File: config.mk
export PLATFORM = sky130hd
export DESIGN_NAME = service_arbiter_flat
export DESIGN_NICKNAME = d
export VERILOG_FILES = /design/src/rtl/service_arbiter_if.sv /design/src/rtl/service_arbiter.sv /design/src/flat_wrapper.sv
export SDC_FILE = /design/constraint.sdc
export NUM_CORES = 1
export LEC_CHECK = 0
export BUFFER_PORTS_ARGS = -buffer_cell sky130_fd_sc_hd__buf_2
export CORE_MARGIN = 10
export CORE_UTILIZATION = 44
export DETAILED_ROUTE_END_ITERATION = 10
export GPL_TIMING_DRIVEN = 0
export PLACE_DENSITY = 0.83
export SLEW_MARGIN = 10
export SYNTH_ARGS = -nofsm -noshare
export SYNTH_HDL_FRONTEND = slang
export SYNTH_SLANG_ARGS = --single-unit
File: constraint.sdc
create_clock -name clk -period 2.4 [get_ports clk]
set_input_delay 0.48 -clock clk [delete_from_list [all_inputs] [get_ports clk]]
set_output_delay 0.48 -clock clk [all_outputs]
set_load 0.02 [all_outputs]
File: src/rtl/service_arbiter_if.sv
// Bundle of the shared-UI signals between the service arbiter and its environment.
// slave  : arbiter side (switches, buttons, service results in; grant, pulses, display, load out)
// master : environment side (the reverse directions)
interface service_arbiter_if;
    logic [3:0]  spdt;
    logic        push_u;
    logic        push_d;
    logic        push_l;
    logic        push_r;
    logic [3:0]  svc_finish;
    logic [63:0] svc_num;
    logic [15:0] svc_sel;
    logic [15:0] cur_time;
    logic [3:0]  svc_en;
    logic        svc_u;
    logic        svc_d;
    logic        svc_l;
    logic        svc_r;
    logic [15:0] disp_num;
    logic [3:0]  disp_sel;
    logic        load_valid;
    logic [1:0]  load_svc;
    logic [15:0] load_num;
    logic        busy;
    logic        timeout_err;

    modport slave (
        input  spdt, push_u, push_d, push_l, push_r, svc_finish, svc_num, svc_sel, cur_time,
        output svc_en, svc_u, svc_d, svc_l, svc_r, disp_num, disp_sel,
               load_valid, load_svc, load_num, busy, timeout_err
    );

    modport master (
        output spdt, push_u, push_d, push_l, push_r, svc_finish, svc_num, svc_sel, cur_time,
        input  svc_en, svc_u, svc_d, svc_l, svc_r, disp_num, disp_sel,
               load_valid, load_svc, load_num, busy, timeout_err
    );
endinterface

File: src/rtl/service_arbiter.sv
// Grants the push buttons and 4-digit display to one service at a time, turns raw
// buttons into one-cycle pulses for the granted service, and captures its result.
// Ports:
//   clk   - system clock
//   reset - synchronous active-high reset
//   sa    - service_arbiter_if.slave: spdt/push_*/svc_finish/svc_num/svc_sel/cur_time in;
//           svc_en/svc_*/disp_*/load_*/busy/timeout_err out (all registered)
module service_arbiter #(
    parameter int unsigned N_SVC       = 4,
    parameter int unsigned FIN_TIMEOUT = 16
) (
    input  logic             clk,
    input  logic             reset,
    service_arbiter_if.slave sa
);
    localparam int unsigned IDX_W = $clog2(N_SVC);
    localparam int unsigned CNT_W = $clog2(FIN_TIMEOUT + 1);
    localparam int unsigned DIG_W = 16;
    localparam int unsigned SEL_W = 4;

    typedef enum logic [1:0] {
        S_IDLE   = 2'd0,
        S_ACTIVE = 2'd1,
        S_WAIT   = 2'd2
    } state_t;

    state_t            r_state;
    state_t            w_next;
    logic [IDX_W-1:0]  r_k;
    logic [IDX_W-1:0]  w_next_k;
    logic [IDX_W-1:0]  w_low_idx;
    logic [CNT_W-1:0]  r_cnt;
    logic [CNT_W-1:0]  w_cnt_next;
    logic              w_capture;
    logic              w_timeout;
    logic [3:0]        w_btn;
    logic [3:0]        r_hist;
    logic [3:0]        w_pulse;
    logic [N_SVC-1:0]  w_en_next;
    logic [DIG_W-1:0]  w_num_k;
    logic [SEL_W-1:0]  w_sel_k;
    logic [DIG_W-1:0]  w_disp_num;
    logic [SEL_W-1:0]  w_disp_sel;

    logic [N_SVC-1:0]  r_svc_en;
    logic [3:0]        r_pulse;
    logic [DIG_W-1:0]  r_disp_num;
    logic [SEL_W-1:0]  r_disp_sel;
    logic              r_load_valid;
    logic [IDX_W-1:0]  r_load_svc;
    logic [DIG_W-1:0]  r_load_num;
    logic              r_busy;
    logic              r_timeout_err;

    // Buttons packed as {u, d, l, r}
    assign w_btn   = {sa.push_u, sa.push_d, sa.push_l, sa.push_r};
    assign w_num_k = sa.svc_num[int'(r_k) * DIG_W +: DIG_W];
    assign w_sel_k = sa.svc_sel[int'(r_k) * SEL_W +: SEL_W];

    // Lowest-index requesting switch wins the grant
    always_comb begin
        w_low_idx = '0;
        for (int i = N_SVC - 1; i >= 0; i--) begin
            if (sa.spdt[i]) begin
                w_low_idx = IDX_W'(i);
            end
        end
    end

    // State register
    always_ff @(posedge clk) begin
        if (reset) begin
            r_state <= S_IDLE;
            r_k     <= '0;
            r_cnt   <= '0;
        end else begin
            r_state <= w_next;
            r_k     <= w_next_k;
            r_cnt   <= w_cnt_next;
        end
    end

    // Next-state logic; finish from the granted service beats switch drop and timeout
    always_comb begin
        w_next     = r_state;
        w_next_k   = r_k;
        w_cnt_next = r_cnt;
        w_capture  = 1'b0;
        w_timeout  = 1'b0;
        case (r_state)
            S_IDLE: begin
                if (|sa.spdt) begin
                    w_next   = S_ACTIVE;
                    w_next_k = w_low_idx;
                end
            end
            S_ACTIVE: begin
                if (sa.svc_finish[r_k]) begin
                    w_capture = 1'b1;
                    w_next    = S_IDLE;
                end else if (!sa.spdt[r_k]) begin
                    w_next     = S_WAIT;
                    w_cnt_next = '0;
                end
            end
            S_WAIT: begin
                if (sa.svc_finish[r_k]) begin
                    w_capture = 1'b1;
                    w_next    = S_IDLE;
                end else if (r_cnt == CNT_W'(FIN_TIMEOUT - 1)) begin
                    // This cycle's increment would reach FIN_TIMEOUT
                    w_timeout = 1'b1;
                    w_next    = S_IDLE;
                end else begin
                    w_cnt_next = r_cnt + CNT_W'(1);
                end
            end
            default: begin
                w_next = S_IDLE;
            end
        endcase
    end

    // Output logic: next values of the registered outputs
    always_comb begin
        w_pulse    = '0;
        w_en_next  = '0;
        w_disp_num = sa.cur_time;
        w_disp_sel = '0;
        if (r_state == S_ACTIVE) begin
            w_pulse = w_btn & ~r_hist;
        end
        if (w_next != S_IDLE) begin
            w_en_next = N_SVC'(1) << w_next_k;
        end
        if (r_state != S_IDLE) begin
            w_disp_num = w_num_k;
            w_disp_sel = w_sel_k;
        end
    end

    // Output registers; button history tracks raw inputs in every state
    always_ff @(posedge clk) begin
        if (reset) begin
            r_hist        <= '0;
            r_svc_en      <= '0;
            r_pulse       <= '0;
            r_disp_num    <= '0;
            r_disp_sel    <= '0;
            r_load_valid  <= 1'b0;
            r_load_svc    <= '0;
            r_load_num    <= '0;
            r_busy        <= 1'b0;
            r_timeout_err <= 1'b0;
        end else begin
            r_hist        <= w_btn;
            r_svc_en      <= w_en_next;
            r_pulse       <= w_pulse;
            r_disp_num    <= w_disp_num;
            r_disp_sel    <= w_disp_sel;
            r_load_valid  <= w_capture;
            r_busy        <= (w_next != S_IDLE);
            r_timeout_err <= w_timeout;
            if (w_capture) begin
                r_load_num <= w_num_k;
                r_load_svc <= r_k;
            end
        end
    end

    assign sa.svc_en      = r_svc_en;
    assign sa.svc_u       = r_pulse[3];
    assign sa.svc_d       = r_pulse[2];
    assign sa.svc_l       = r_pulse[1];
    assign sa.svc_r       = r_pulse[0];
    assign sa.disp_num    = r_disp_num;
    assign sa.disp_sel    = r_disp_sel;
    assign sa.load_valid  = r_load_valid;
    assign sa.load_svc    = r_load_svc;
    assign sa.load_num    = r_load_num;
    assign sa.busy        = r_busy;
    assign sa.timeout_err = r_timeout_err;
endmodule

File: src/flat_wrapper.sv
// flat-port wrapper written by rule: the top's interface ports become plain ports
module service_arbiter_flat 
#(
    parameter int unsigned N_SVC       = 4,
    parameter int unsigned FIN_TIMEOUT = 16
)
  (clk, reset, sa_spdt, sa_push_u, sa_push_d, sa_push_l, sa_push_r, sa_svc_finish, sa_svc_num, sa_svc_sel, sa_cur_time, sa_svc_en, sa_svc_u, sa_svc_d, sa_svc_l, sa_svc_r, sa_disp_num, sa_disp_sel, sa_load_valid, sa_load_svc, sa_load_num, sa_busy, sa_timeout_err);
  service_arbiter_if sa_i ();
  input  logic clk;
  input  logic reset;
  input wire logic [$bits(sa_i.spdt)-1:0] sa_spdt;
  input wire logic [$bits(sa_i.push_u)-1:0] sa_push_u;
  input wire logic [$bits(sa_i.push_d)-1:0] sa_push_d;
  input wire logic [$bits(sa_i.push_l)-1:0] sa_push_l;
  input wire logic [$bits(sa_i.push_r)-1:0] sa_push_r;
  input wire logic [$bits(sa_i.svc_finish)-1:0] sa_svc_finish;
  input wire logic [$bits(sa_i.svc_num)-1:0] sa_svc_num;
  input wire logic [$bits(sa_i.svc_sel)-1:0] sa_svc_sel;
  input wire logic [$bits(sa_i.cur_time)-1:0] sa_cur_time;
  output wire logic [$bits(sa_i.svc_en)-1:0] sa_svc_en;
  output wire logic [$bits(sa_i.svc_u)-1:0] sa_svc_u;
  output wire logic [$bits(sa_i.svc_d)-1:0] sa_svc_d;
  output wire logic [$bits(sa_i.svc_l)-1:0] sa_svc_l;
  output wire logic [$bits(sa_i.svc_r)-1:0] sa_svc_r;
  output wire logic [$bits(sa_i.disp_num)-1:0] sa_disp_num;
  output wire logic [$bits(sa_i.disp_sel)-1:0] sa_disp_sel;
  output wire logic [$bits(sa_i.load_valid)-1:0] sa_load_valid;
  output wire logic [$bits(sa_i.load_svc)-1:0] sa_load_svc;
  output wire logic [$bits(sa_i.load_num)-1:0] sa_load_num;
  output wire logic [$bits(sa_i.busy)-1:0] sa_busy;
  output wire logic [$bits(sa_i.timeout_err)-1:0] sa_timeout_err;
  assign sa_i.spdt = sa_spdt;
  assign sa_i.push_u = sa_push_u;
  assign sa_i.push_d = sa_push_d;
  assign sa_i.push_l = sa_push_l;
  assign sa_i.push_r = sa_push_r;
  assign sa_i.svc_finish = sa_svc_finish;
  assign sa_i.svc_num = sa_svc_num;
  assign sa_i.svc_sel = sa_svc_sel;
  assign sa_i.cur_time = sa_cur_time;
  assign sa_svc_en = sa_i.svc_en;
  assign sa_svc_u = sa_i.svc_u;
  assign sa_svc_d = sa_i.svc_d;
  assign sa_svc_l = sa_i.svc_l;
  assign sa_svc_r = sa_i.svc_r;
  assign sa_disp_num = sa_i.disp_num;
  assign sa_disp_sel = sa_i.disp_sel;
  assign sa_load_valid = sa_i.load_valid;
  assign sa_load_svc = sa_i.load_svc;
  assign sa_load_num = sa_i.load_num;
  assign sa_busy = sa_i.busy;
  assign sa_timeout_err = sa_i.timeout_err;
  service_arbiter #(.N_SVC(N_SVC), .FIN_TIMEOUT(FIN_TIMEOUT)) u_core (.clk(clk), .reset(reset), .sa(sa_i));
endmodule
-- Word-level counts from Yosys, hierarchy flattened
Index checks and enable logic that the tools add are counted.
- register bits after elaboration: 62
- word-level logic and storage cells: 67
- input port bits: 110
- output and inout port bits: 49
- multiplexer cells: 25
- bitwise operators: 6
- magnitude comparators: 1
- equality and inequality tests: 7
- $add $sub $neg: 1
- reduce and logical (&&, ||, !) cells: 11
- shift operators: 3
- operators with widths (kind ; count):
    $shiftx A64 B7 Y16 ; 1
    $mux W2 ; 11
    $mux W5 ; 4
    $mux W16 ; 1
    $shiftx A16 B5 Y4 ; 1
    $pmux W5 S2 ; 1
    $ne A2 B2 Y1 const B ; 4
    $reduce_or A2 Y1 ; 4
    $pmux W2 S3 ; 1
    $reduce_bool A2 Y1 ; 3
    $add A5 B1 Y5 const B ; 1
    $eq A5 B4 Y1 const B ; 1
    $mux W1 ; 5
    $reduce_and A5 Y1 ; 1
    $and A4 B4 Y4 ; 1
    $bmux W1 S2 ; 2
    $not A1 Y1 ; 4
    $not A4 Y4 ; 1
    $reduce_or A4 Y1 ; 1
    $shl A1 B2 Y4 const A ; 1
    $lt A2 B3 Y1 const B ; 1
    $reduce_or A3 Y1 ; 1
    $eq A2 B1 Y1 const B ; 1
    $eq A2 B2 Y1 const B ; 1
    $logic_not A2 Y1 ; 1

-- Logic depth before layout (Yosys ltp)
Gate-level depths: netlist (run 1).
- word-level depth: 8
- mapped depth: 7
- mapped depth without buffers: 7

-- Least setup slack after synthesis (run 1)
Ideal clock, no wire load.
- path type: input to register
- from: input sa_svc_finish[3]
- to: register u_core.r_cnt[3]
- setup time: 70 ps
- arrival: 1968 ps
- setup slack: 362 ps
- stages: 4
- path buffers: 0
- required time: 2330 ps
- path through: mux4_2 -> a211o_1 -> or4_1 -> a21oi_1
- word-level cells in the longest chain between the ends: 4
- elaborated cells between the ends (all ways): 5
- those cells by class: eq/ne: 2; mux: 2; reduce/logical: 1
- ends and longest elaborated chain (item ; line ; source):
    start: declaration ; flat_wrapper.sv:16 ; input wire logic [$bits(sa_i.svc_finish)-1:0] sa_svc_finish;
    $bmux W1 S2 * ; service_arbiter.sv:98, service_arbiter.sv:107 ;
    $mux W1 (implied by the code) * ; service_arbiter.sv:98, service_arbiter.sv:107 ;
    $ne A2 B2 Y1 (no source line) ; - ;
    $reduce_and A5 Y1 (no source line) * ; - ;
    end signal: assignment ; service_arbiter.sv:79 ; r_cnt <= w_cnt_next;
    end: declaration ; service_arbiter.sv:32 ; logic [CNT_W-1:0] r_cnt;
Mark *: on every way between the ends. The rest lies on a longest branch, timed or not. The select of a mux whose other input is x is not followed.
A chain may end at the register's enable or synchronous reset.

-- Final worst setup path (run 1)
- from: register u_core.r_k[0]
- to: register u_core.r_cnt[3]
- word-level cells in the longest chain between the ends: 4
- elaborated cells between the ends (all ways): 8
- those cells by class: eq/ne: 3; mux: 4; reduce/logical: 1
- ends and longest elaborated chain (item ; line ; source):
    start: declaration ; service_arbiter.sv:29 ; logic [IDX_W-1:0] r_k;
    start signal: assignment ; service_arbiter.sv:78 ; r_k <= w_next_k;
    $bmux W1 S2 (on tied branches) ; service_arbiter.sv:98, service_arbiter.sv:107, service_arbiter.sv:101 ;
    $mux W1 (on tied branches) ; service_arbiter.sv:98, service_arbiter.sv:107, service_arbiter.sv:101 ;
    $ne A2 B2 Y1 (no source line) ; - ;
    $reduce_and A5 Y1 (no source line) * ; - ;
Marked as above.

==> impl_metrics.json, run 1 <==
{
  "power_mw": 2.58,
  "viasPerCell": 5.29,
  "cts_setup_buffers": 0,
  "critPathCaptureType": "register",
  "finalSetupViolCount": 0,
  "die_h_um": 99.3,
  "finalWorstSetupSlack_ns": 0.157,
  "rrSetupSlack_ns": 0.16,
  "tritoncts": "yes",
  "cp-start-kind": "register",
  "avgSynthCellArea_um2": 9.60,
  "cp_max_fo": 9,
  "syn-num-nets": 404,
  "routedWlPerCell_um": 18.7,
  "final_area_mm2": 0.00382,
  "antenna_found_initial": 2,
  "cts.sinks": 62,
  "synth_top_area_share_pct": 44.9,
  "die-area_mm2": 0.00986,
  "synth_area_leaders": "dfxtp_1 (45%), mux4_2 (18%), nand2_1 (9.6%)",
  "max_stage_delay_ns": 0.59,
  "crit_type": "reg2reg",
  "cp_cell_sequence": "buf_6 -> mux4_2 -> a211o_1 -> or4_1 -> a21oi_1",
  "status": "finished, final reports clean",
  "num_rows": 28,
  "grt_overflow": 0,
  "path_clk_slew_ns": 0.06,
  "syn_inst": 288,
  "vdd_drop_max_uv": 364,
  "path_buf_inv": 1,
  "slew_violations": 0,
  "postLayoutCoreUtil_pct": 63.4,
  "hpwlAfterDp_mm": 8.00,
  "cp_slowest_cell": "mux4_2",
  "place.gp.congestion": 0.878,
  "r2r-end": "u_core.r_cnt[3]",
  "start_util_pct": 45.9,
  "dr_total_vias": 2824,
  "grt_pass1_vias": 3081,
  "routed_wl_mm": 9.97,
  "hold_violations": 0,
  "drive_gt1_share_pct": 43.0,
  "relSlewSlack_pct": 43.3,
  "clock_path_buffers": 2,
  "grt_max_degree": 11,
  "globalRouteTotalUtil_pct": 19.8,
  "cts_max_level": 3,
  "cp.required_ns": 2.65,
  "first_pass_iters": 4,
  "drc": 0,
  "dp_slack_ns": 0.0658,
  "cap_violations": 0,
  "grt_pass1_wl_mm": 15.4,
  "startpoint": "u_core.r_k[0]",
  "rsz0062_at_grt": "false",
  "worstHoldEndpoint": "u_core.sa.disp_num[1]",
  "worstMarginPinSlew_ns": 0.850,
  "drt_iter0_drc": 73,
  "numPortBuffers": 158,
  "pwr_density_cell_mw_per_mm2": 674,
  "cts_hold_buffers": 0,
  "numCtsBuffers": 9,
  "rr_worst_depth": 5,
  "skew_ns": 0.00641,
  "synth_cell_types": 30,
  "power_leakage_nw": 1.81,
  "drtAntennaViolNets": 0,
  "core_mm2": 0.00603,
  "yosysWarnings": 0,
  "die_x_um": 99.3,
  "cp.arrival_ns": 2.49,
  "synth_area_leader_cell": "dfxtp_1",
  "clock-root-buffer": "clkbuf_8",
  "nFillCells": 531,
  "syn_area_mm2": 0.00277,
  "boundaryPins": 159,
  "timing.fmax_mhz": 446,
  "path_delay_family": "compound AO/OA/AOI/OAI gates",
  "insertion_delay_ns": 0.33,
  "path_depth": 5,
  "fin_setup_tns_ns": 0,
  "yosysSeqAreaShare_pct": 44.9,
  "period_minus_slack_ns": 2.24,
  "whs_path_depth": 3,
  "rr_startpoint": "u_core.r_k[0]",
  "syn2layout_area_growth_pct": 38.1,
  "synth_seq_cells": 62,
  "post_dp_cell_area_mm2": 0.00365,
  "cts-resized-gates": 0,
  "hp-start": "sa_cur_time[1]",
  "finalNetCount": 571,
  "hold_class": "in2reg",
  "finalCritPeriodShare_pct": 93.4
}
-- per-stage QoR --
step           hold slack, ns  instances
6_report                0.390        534
5_1_grt                 0.392        534
4_1_cts                 0.379        535
3_5_place_dp            0.388        521
3_3_place_gp            0.377        521
2_1_floorplan           0.372        288
-- power by group --
group          switching (mW)  leakage, nW  internal [mW]  total, mW
clock network           0.373       0.0914          0.447      0.820
logic                   0.361         1.21          0.263      0.624
registers              0.0285        0.508           1.10       1.13
-- sequential cells by signal, summed over array words and instances, names as in the netlist --
name / cells
u_core.sa.load_num: 16
u_core.sa.load_svc: 2
u_core.r_state: 2
u_core.r_pulse: 4
u_core.sa.load_valid: 1
u_core.sa.disp_num: 16
u_core.sa.disp_sel: 4
u_core.r_hist: 4
u_core.sa.svc_en: 4
u_core.sa.busy: 1
u_core.r_k: 2
u_core.sa.timeout_err: 1
u_core.r_cnt: 5
-- synth_stat cells --
cell type and n:
o221ai_1 1, o21ba_2 1, a21oi_1 39, nand3_1 1, o211a_1 1, nor3b_1 5
nand2b_1 1, nand3b_1 1, buf_6 1, or4_1 3, nand2_1 71, a21o_1 1
buf_2 1, and3_1 5, buf_1 2, nor2_1 11, o31ai_1 3, inv_1 10
ha_1 6, clkbuf_1 14, o21a_1 3, nor3_1 1, o21ai_0 6, a211oi_1 6
mux4_2 22, a211o_1 1, nor4_1 1, nor2b_1 6, and2_1 2, dfxtp_1 62
-- routing by layer --
metal,global-route usage [%],up-vias,wire (um)
li1,-,1346,-
met1,19.9,1309,3760
met2,34.7,144,4900
met3,8.37,23,1080
met4,9.15,2,228
met5,0,-,8
-- cell usage in the layout (no fill, tap or decap), types with 5 or more instances in the layout --
cell | synthesis | routed
buf_2 | 1 | 159
nor3b_1 | 5 | 5
clkbuf_8 | 0 | 12
nor2b_1 | 6 | 6
and3_1 | 5 | 5
a21oi_1 | 39 | 39
nand2_1 | 71 | 71
ha_1 | 6 | 6
nor2_1 | 11 | 11
clkbuf_1 | 14 | 12
mux4_2 | 22 | 22
inv_1 | 10 | 10
a211oi_1 | 6 | 6
o21ai_0 | 6 | 6
dfxtp_1 | 62 | 62
-- cell families after synthesis --
logic type      Yosys count  share of synthesized area (%)
flops                    62                           44.9
compound gates           62                           13.0
mux                      22                           17.9
fa+ha+maj                 6                           2.71
simple gates            108                           17.3
buf+inv                  28                           4.12
-- worst max-delay path by stage --
stage | endpoint
final | u_core.r_cnt[3]
after global routing | u_core.r_cnt[3]
after CTS | u_core.r_cnt[3]
after detailed placement | u_core.r_cnt[3]
after global placement | u_core.sa.load_num[2]
after floorplan | u_core.r_cnt[3]
-- tightest hold or removal path, cell delays in order --
cell and delay [ns]:
buf_2 0.09, nand2_1 0.05, a21oi_1 0.05
-- area by class of cell --
cell class | instances | area [um2] | share of cell area [%]
multi-input cells | 198 | 1410 | 36.9
flip-flops and latches | 62 | 1240 | 32.5
repair buffers | 158 | 791 | 20.7
clock buffers | 13 | 169 | 4.42
well taps | 75 | 93.8 | 2.46
plain buffers | 16 | 70.1 | 1.83
inverters | 10 | 37.5 | 0.983
clock inverters | 1 | 5.00 | 0.131
diodes | 1 | 2.50 | 0.0655
Power figures use the tool's default switching activity.
==> run 2, diff against run 1 <==
- ABC_AREA: not set -> 1
- PLACE_DENSITY: 0.83 -> 0.82
==> impl_metrics.json, run 2 <==
{
  "status": "finished, final reports clean",
  "ys.flop_type": "dfxtp_1",
  "finalCritPeriodShare_pct": 77.2,
  "grt_pass1_vias": 3392,
  "swShare_pct": 34.1,
  "rr_worst_depth": 6,
  "final_cells": 656,
  "timing.fmax_mhz": 539,
  "slew_violations": 0,
  "insertion_delay_ns": 0.33,
  "postLayoutCoreUtil_pct": 62.2,
  "num_rows": 29,
  "start_util_pct": 45.3,
  "synth_commonest_cells": "nor2_1 (90), dfxtp_1 (62), o21ai_0 (59), nand2_1 (56), a21oi_1 (32)",
  "crit_type": "reg2reg",
  "synth_area_leader_cell": "dfxtp_1",
  "relSlewSlack_pct": 55.8,
  "synthMostInstantiatedCell": "nor2_1",
  "syn_inst": 406,
  "cap_violations": 0,
  "p_clk_share_pct": 31.2,
  "die-area_mm2": 0.0102,
  "drtAntennaViolNets": 0,
  "dp.cells": 641,
  "syn2layout_area_growth_pct": 37.4,
  "pwr-share-comb_pct": 28.3,
  "clock_path_buffers": 2,
  "post_dp_cell_area_mm2": 0.00376,
  "rrSetupSlack_ns": 0.55,
  "dp_slack_ns": 0.627,
  "grt_pass1_wl_mm": 17.6,
  "cp.arrival_ns": 2.12,
  "worstHoldEndpoint": "u_core.r_hist[3]",
  "cts_hold_buffers": 0,
  "viasPerCell": 5.34,
  "synth_top_area_share_pct": 43.2,
  "hp-start": "sa_push_u",
  "r2r-end": "u_core.sa.disp_sel[0]",
  "cp_max_fo": 10,
  "cts.sinks": 62,
  "hpwlAfterDp_mm": 8.91,
  "grt_overflow": 0,
  "die_h_um": 101,
  "place.gp.congestion": 0.963,
  "fin_setup_tns_ns": 0,
  "rr_startpoint": "u_core.r_state[0]",
  "final_area_mm2": 0.00395,
  "layout_common_cells": "buf_2 (159), nor2_1 (90), dfxtp_1 (62)",
  "synth_cell_types": 29,
  "die_x_um": 101,
  "drc": 0,
  "intPower_mw": 1.92,
  "yosysSeqAreaShare_pct": 43.2,
  "holdWs_ns": 0.372,
  "power_leakage_nw": 2.03,
  "cp.required_ns": 2.66,
  "nFillCells": 595,
  "cp-start-kind": "register",
  "critPathCaptureType": "register",
  "vdd_drop_max_uv": 437,
  "first_pass_iters": 6,
  "whs_path_depth": 3,
  "tritoncts": "yes",
  "finalWorstSetupSlack_ns": 0.546,
  "num_antenna_cells": 0,
  "synth_area_leaders": "dfxtp_1 (43%), nor2_1 (12%), o21ai_0 (10%)",
  "core_mm2": 0.00635,
  "hold_violations": 0,
  "pwr_density_cell_mw_per_mm2": 736,
  "syn_area_mm2": 0.00288,
  "grt_max_degree": 11,
  "cts_setup_buffers": 0,
  "boundaryPins": 159,
  "finalNetCount": 691,
  "dr_total_vias": 3500,
  "synth_seq_cells": 62,
  "switchingPower_uw": 990,
  "skew_ns": 0.00924,
  "avgSynthCellArea_um2": 7.08,
  "drive_gt1_share_pct": 33.0,
  "worstMarginPinSlew_ns": 0.663,
  "rsz0062_at_grt": "false",
  "routedWlPerCell_um": 17.3,
  "antenna_found_initial": 0,
  "yosysWarnings": 0,
  "hold_class": "in2reg",
  "period_minus_slack_ns": 1.85,
  "finalSetupViolCount": 0,
  "async_flop_share_pct": 0,
  "globalRouteTotalUtil_pct": 21.7,
  "cts_max_level": 3,
  "path_clk_slew_ns": 0.07,
  "numCtsBuffers": 9,
  "cts-resized-gates": 0,
  "synth_edf_count": 0,
  "power_mw": 2.91,
  "routed_wl_mm": 11.3,
  "numPortBuffers": 158,
  "final_common_cell": "buf_2",
  "drt_iter0_drc": 249,
  "seqPwrFrac_pct": 40.6,
  "clock-root-buffer": "clkbuf_8",
  "syn-num-nets": 522
}
## run 2: power groups by stage
stage / sequential [mW] / combinational, mW / clock, mW
6_report: 1.18 / 0.822 / 0.906
3_5_place_dp: 1.20 / 0.814 / 0
2_1_floorplan: 1.31 / 0.373 / 0
3_3_place_gp: 1.19 / 0.802 / 0
5_1_grt: 1.19 / 0.896 / 0.947
4_1_cts: 1.18 / 0.817 / 0.911
## run 2: kinds of logic after synthesis
family	count (synthesis)	synth area share, %
DFF	62	43.2
AOI/OAI and AO/OA	110	20.9
xor gates and xnor gates	1	0.305
buffers and inverters	52	7.70
adders and majority gates	6	2.61
and+or+nand+nor	175	25.3
## run 2: final cells by class
class / count / area (um2) / share of cell area (%)
multi-input combinational: 292 / 1410 / 35.8
sequential: 62 / 1240 / 31.4
timing repair buffer: 158 / 791 / 20.0
clock buffer: 11 / 141 / 3.58
inverter: 30 / 115 / 2.91
buffer: 22 / 106 / 2.69
tap: 77 / 96.3 / 2.44
clock inverter: 4 / 47.5 / 1.20
## run 2: worst max path at each step
stage	startpoint	to	slack (ns)	cells after the start
2_1_floorplan	u_core.r_cnt[0]	u_core.sa.svc_en[2]	0.98	11
3_3_place_gp	u_core.r_state[0]	u_core.sa.disp_sel[2]	0.65	6
3_5_place_dp	u_core.r_state[0]	u_core.sa.disp_sel[0]	0.63	6
4_1_cts	u_core.r_state[0]	u_core.sa.disp_sel[0]	0.60	6
5_1_grt	u_core.r_state[0]	u_core.sa.disp_sel[0]	0.39	6
6_report	u_core.r_state[0]	u_core.sa.disp_sel[0]	0.55	6
## run 2: per-layer routing
layer	GRT usage [%]	vias to the layer above	share of wire [%]
met5	0	-	0
met4	7.39	0	2.1
met3	5.49	24	8.6
met2	37.3	175	49
met1	25.6	1623	40
li1	-	1678	-
## run 2: critical path, cell delays in order (launching register included)
cell	delay (ns)
dfxtp_1	0.37
inv_1	0.10
ha_1	0.23
clkinv_1	0.18
clkbuf_1	0.43
nand2_1	0.28
a21oi_1	0.19
==> run 3, diff against run 2 <==
- CORE_UTILIZATION: 44 -> 40
- PLACE_DENSITY: 0.82 -> 0.79
- clock period: 2.4 -> 1.5 ns (I/O delays scaled with it)
==> impl_metrics.json, run 3 (synthesis gave the netlist of run 2 again) <==
{
  "hp-start": "sa_push_u",
  "hpwlAfterDp_mm": 9.14,
  "cap_violations": 0,
  "relSlewSlack_pct": 68.0,
  "cp_cell_sequence": "inv_2 -> clkbuf_2 -> o21ai_0 -> o22ai_1 -> nor2_1 -> nor2_1",
  "finalSetupViolCount": 0,
  "numCtsBuffers": 9,
  "numPortBuffers": 158,
  "cp-start-kind": "register",
  "nFillCells": 667,
  "syn2layout_area_growth_pct": 48.4,
  "place.gp.congestion": 0.941,
  "timing.fmax_mhz": 670,
  "path_clk_slew_ns": 0.07,
  "start_util_pct": 41.6,
  "clock_path_buffers": 2,
  "die-area_mm2": 0.0110,
  "grt_overflow": 0,
  "grt_pass1_wl_mm": 18.4,
  "grt_max_degree": 12,
  "max_stage_delay_ns": 0.38,
  "dr_total_vias": 3621,
  "power_leakage_nw": 2.16,
  "die_x_um": 105,
  "boundaryPins": 159,
  "insertion_delay_ns": 0.34,
  "wl_met1_mm": 4.68,
  "cts_hold_buffers": 0,
  "die_h_um": 105,
  "cp.required_ns": 1.78,
  "routed_wl_mm": 12.4,
  "status": "finished, final reports clean",
  "rr_startpoint": "u_core.r_k[1]",
  "layout_common_cells": "buf_2 (159), nor2_1 (86), dfxtp_1 (56)",
  "drc": 0,
  "holdWs_ns": 0.174,
  "drive_gt1_share_pct": 42.0,
  "cp.arrival_ns": 1.78,
  "worstMarginPinSlew_ns": 0.480,
  "period_minus_slack_ns": 1.49,
  "num_rows": 30,
  "tritoncts": "yes",
  "hold_class": "in2reg",
  "critPathCaptureType": "register",
  "first_pass_iters": 5,
  "final_common_cell": "buf_2",
  "core_mm2": 0.00691,
  "topRoutingLayerUsed": "met4",
  "globalRouteTotalUtil_pct": 20.6,
  "routedWlPerCell_um": 18.0,
  "skew_ns": 0.00583,
  "hold_violations": 0,
  "drtAntennaViolNets": 0,
  "pwr_density_cell_mw_per_mm2": 1140,
  "fin_setup_tns_ns": 0,
  "cp_max_fo": 10,
  "path_common_cell": "nor2_1",
  "slew_violations": 0,
  "crit_type": "reg2reg",
  "clock-root-buffer": "clkbuf_8",
  "finalNetCount": 704,
  "grt_pass1_vias": 3481,
  "cts.sinks": 62,
  "drt_iter0_drc": 334,
  "cts_max_level": 3,
  "cp_slowest_cell": "dfxtp_2",
  "startpoint": "u_core.r_k[1]",
  "antenna_found_initial": 1,
  "wl_met3_mm": 1.26,
  "vdd_drop_max_uv": 652,
  "wl_met2_mm": 6.06,
  "finalCritPeriodShare_pct": 99.5,
  "viasPerCell": 5.25,
  "rsz0062_at_grt": "true"
}
[run 3: critical path, delay by kind of cell (launching register included)]
family	cells	cell delay, ns
buffers and inverters	2	0.43
AOI/OAI and AO/OA	2	0.44
and+or+nand+nor	2	0.19
DFF	1	0.38
[run 3: metrics by stage]
stage | util (%) | total power, mW | std cells | worst slack (ns) | instance area [um2]
after global placement | 54.8 | 3.21 | 660 | -0.245 | 3790
after global routing | 61.8 | 5.08 | 690 | -0.0833 | 4270
final | 61.8 | 4.85 | 690 | 0.00712 | 4270
after CTS | 59.3 | 4.71 | 681 | 0.00364 | 4090
after detailed placement | 54.8 | 3.23 | 660 | -0.244 | 3790
after floorplan | - | 2.70 | 406 | 0.0782 | 2880
[run 3: timing repair]
item | 4_1_cts | 5_1_grt
resized for setup | 28 | 52
setup buffers | 5 | 6
pin swaps | 6 | 13
setup endpoints to repair | 49 | 48
gates cloned | 0 | 2
[run 3: final timing paths]
check	endpoint	slack, ns	cells past startpoint
max	u_core.sa.load_num[11]	0.007	6
min	u_core.r_hist[3]	0.17	3
max reg2reg	u_core.sa.load_num[11]	0.007	6
min reg2reg	u_core.r_pulse[1]	0.38	1
[run 3: final cells by class]
class,instances,area (um2),share of cell area [%]
antenna,1,2.50,0.0586
buffer,22,134,3.14
clock buffer,10,128,2.99
clock inverter,6,62.6,1.47
inverter,30,133,3.11
multi-input combinational,292,1530,35.9
sequential,62,1250,29.3
tap,96,120,2.81
timing repair buffer,171,910,21.3
[run 3: routing by layer]
metal	GRT usage [%]	up-vias
met1	23.6	1634
met2	34.4	233
li1	-	1714
met4	9.02	0
met5	0	-
met3	6.57	40
[run 3: power by group]
group / internal [mW] / switching, mW / total [mW]
logic: 0.556 / 0.957 / 1.51
registers: 1.82 / 0.0703 / 1.89
clock network: 0.761 / 0.687 / 1.45
total: 3.13 / 1.72 / 4.85
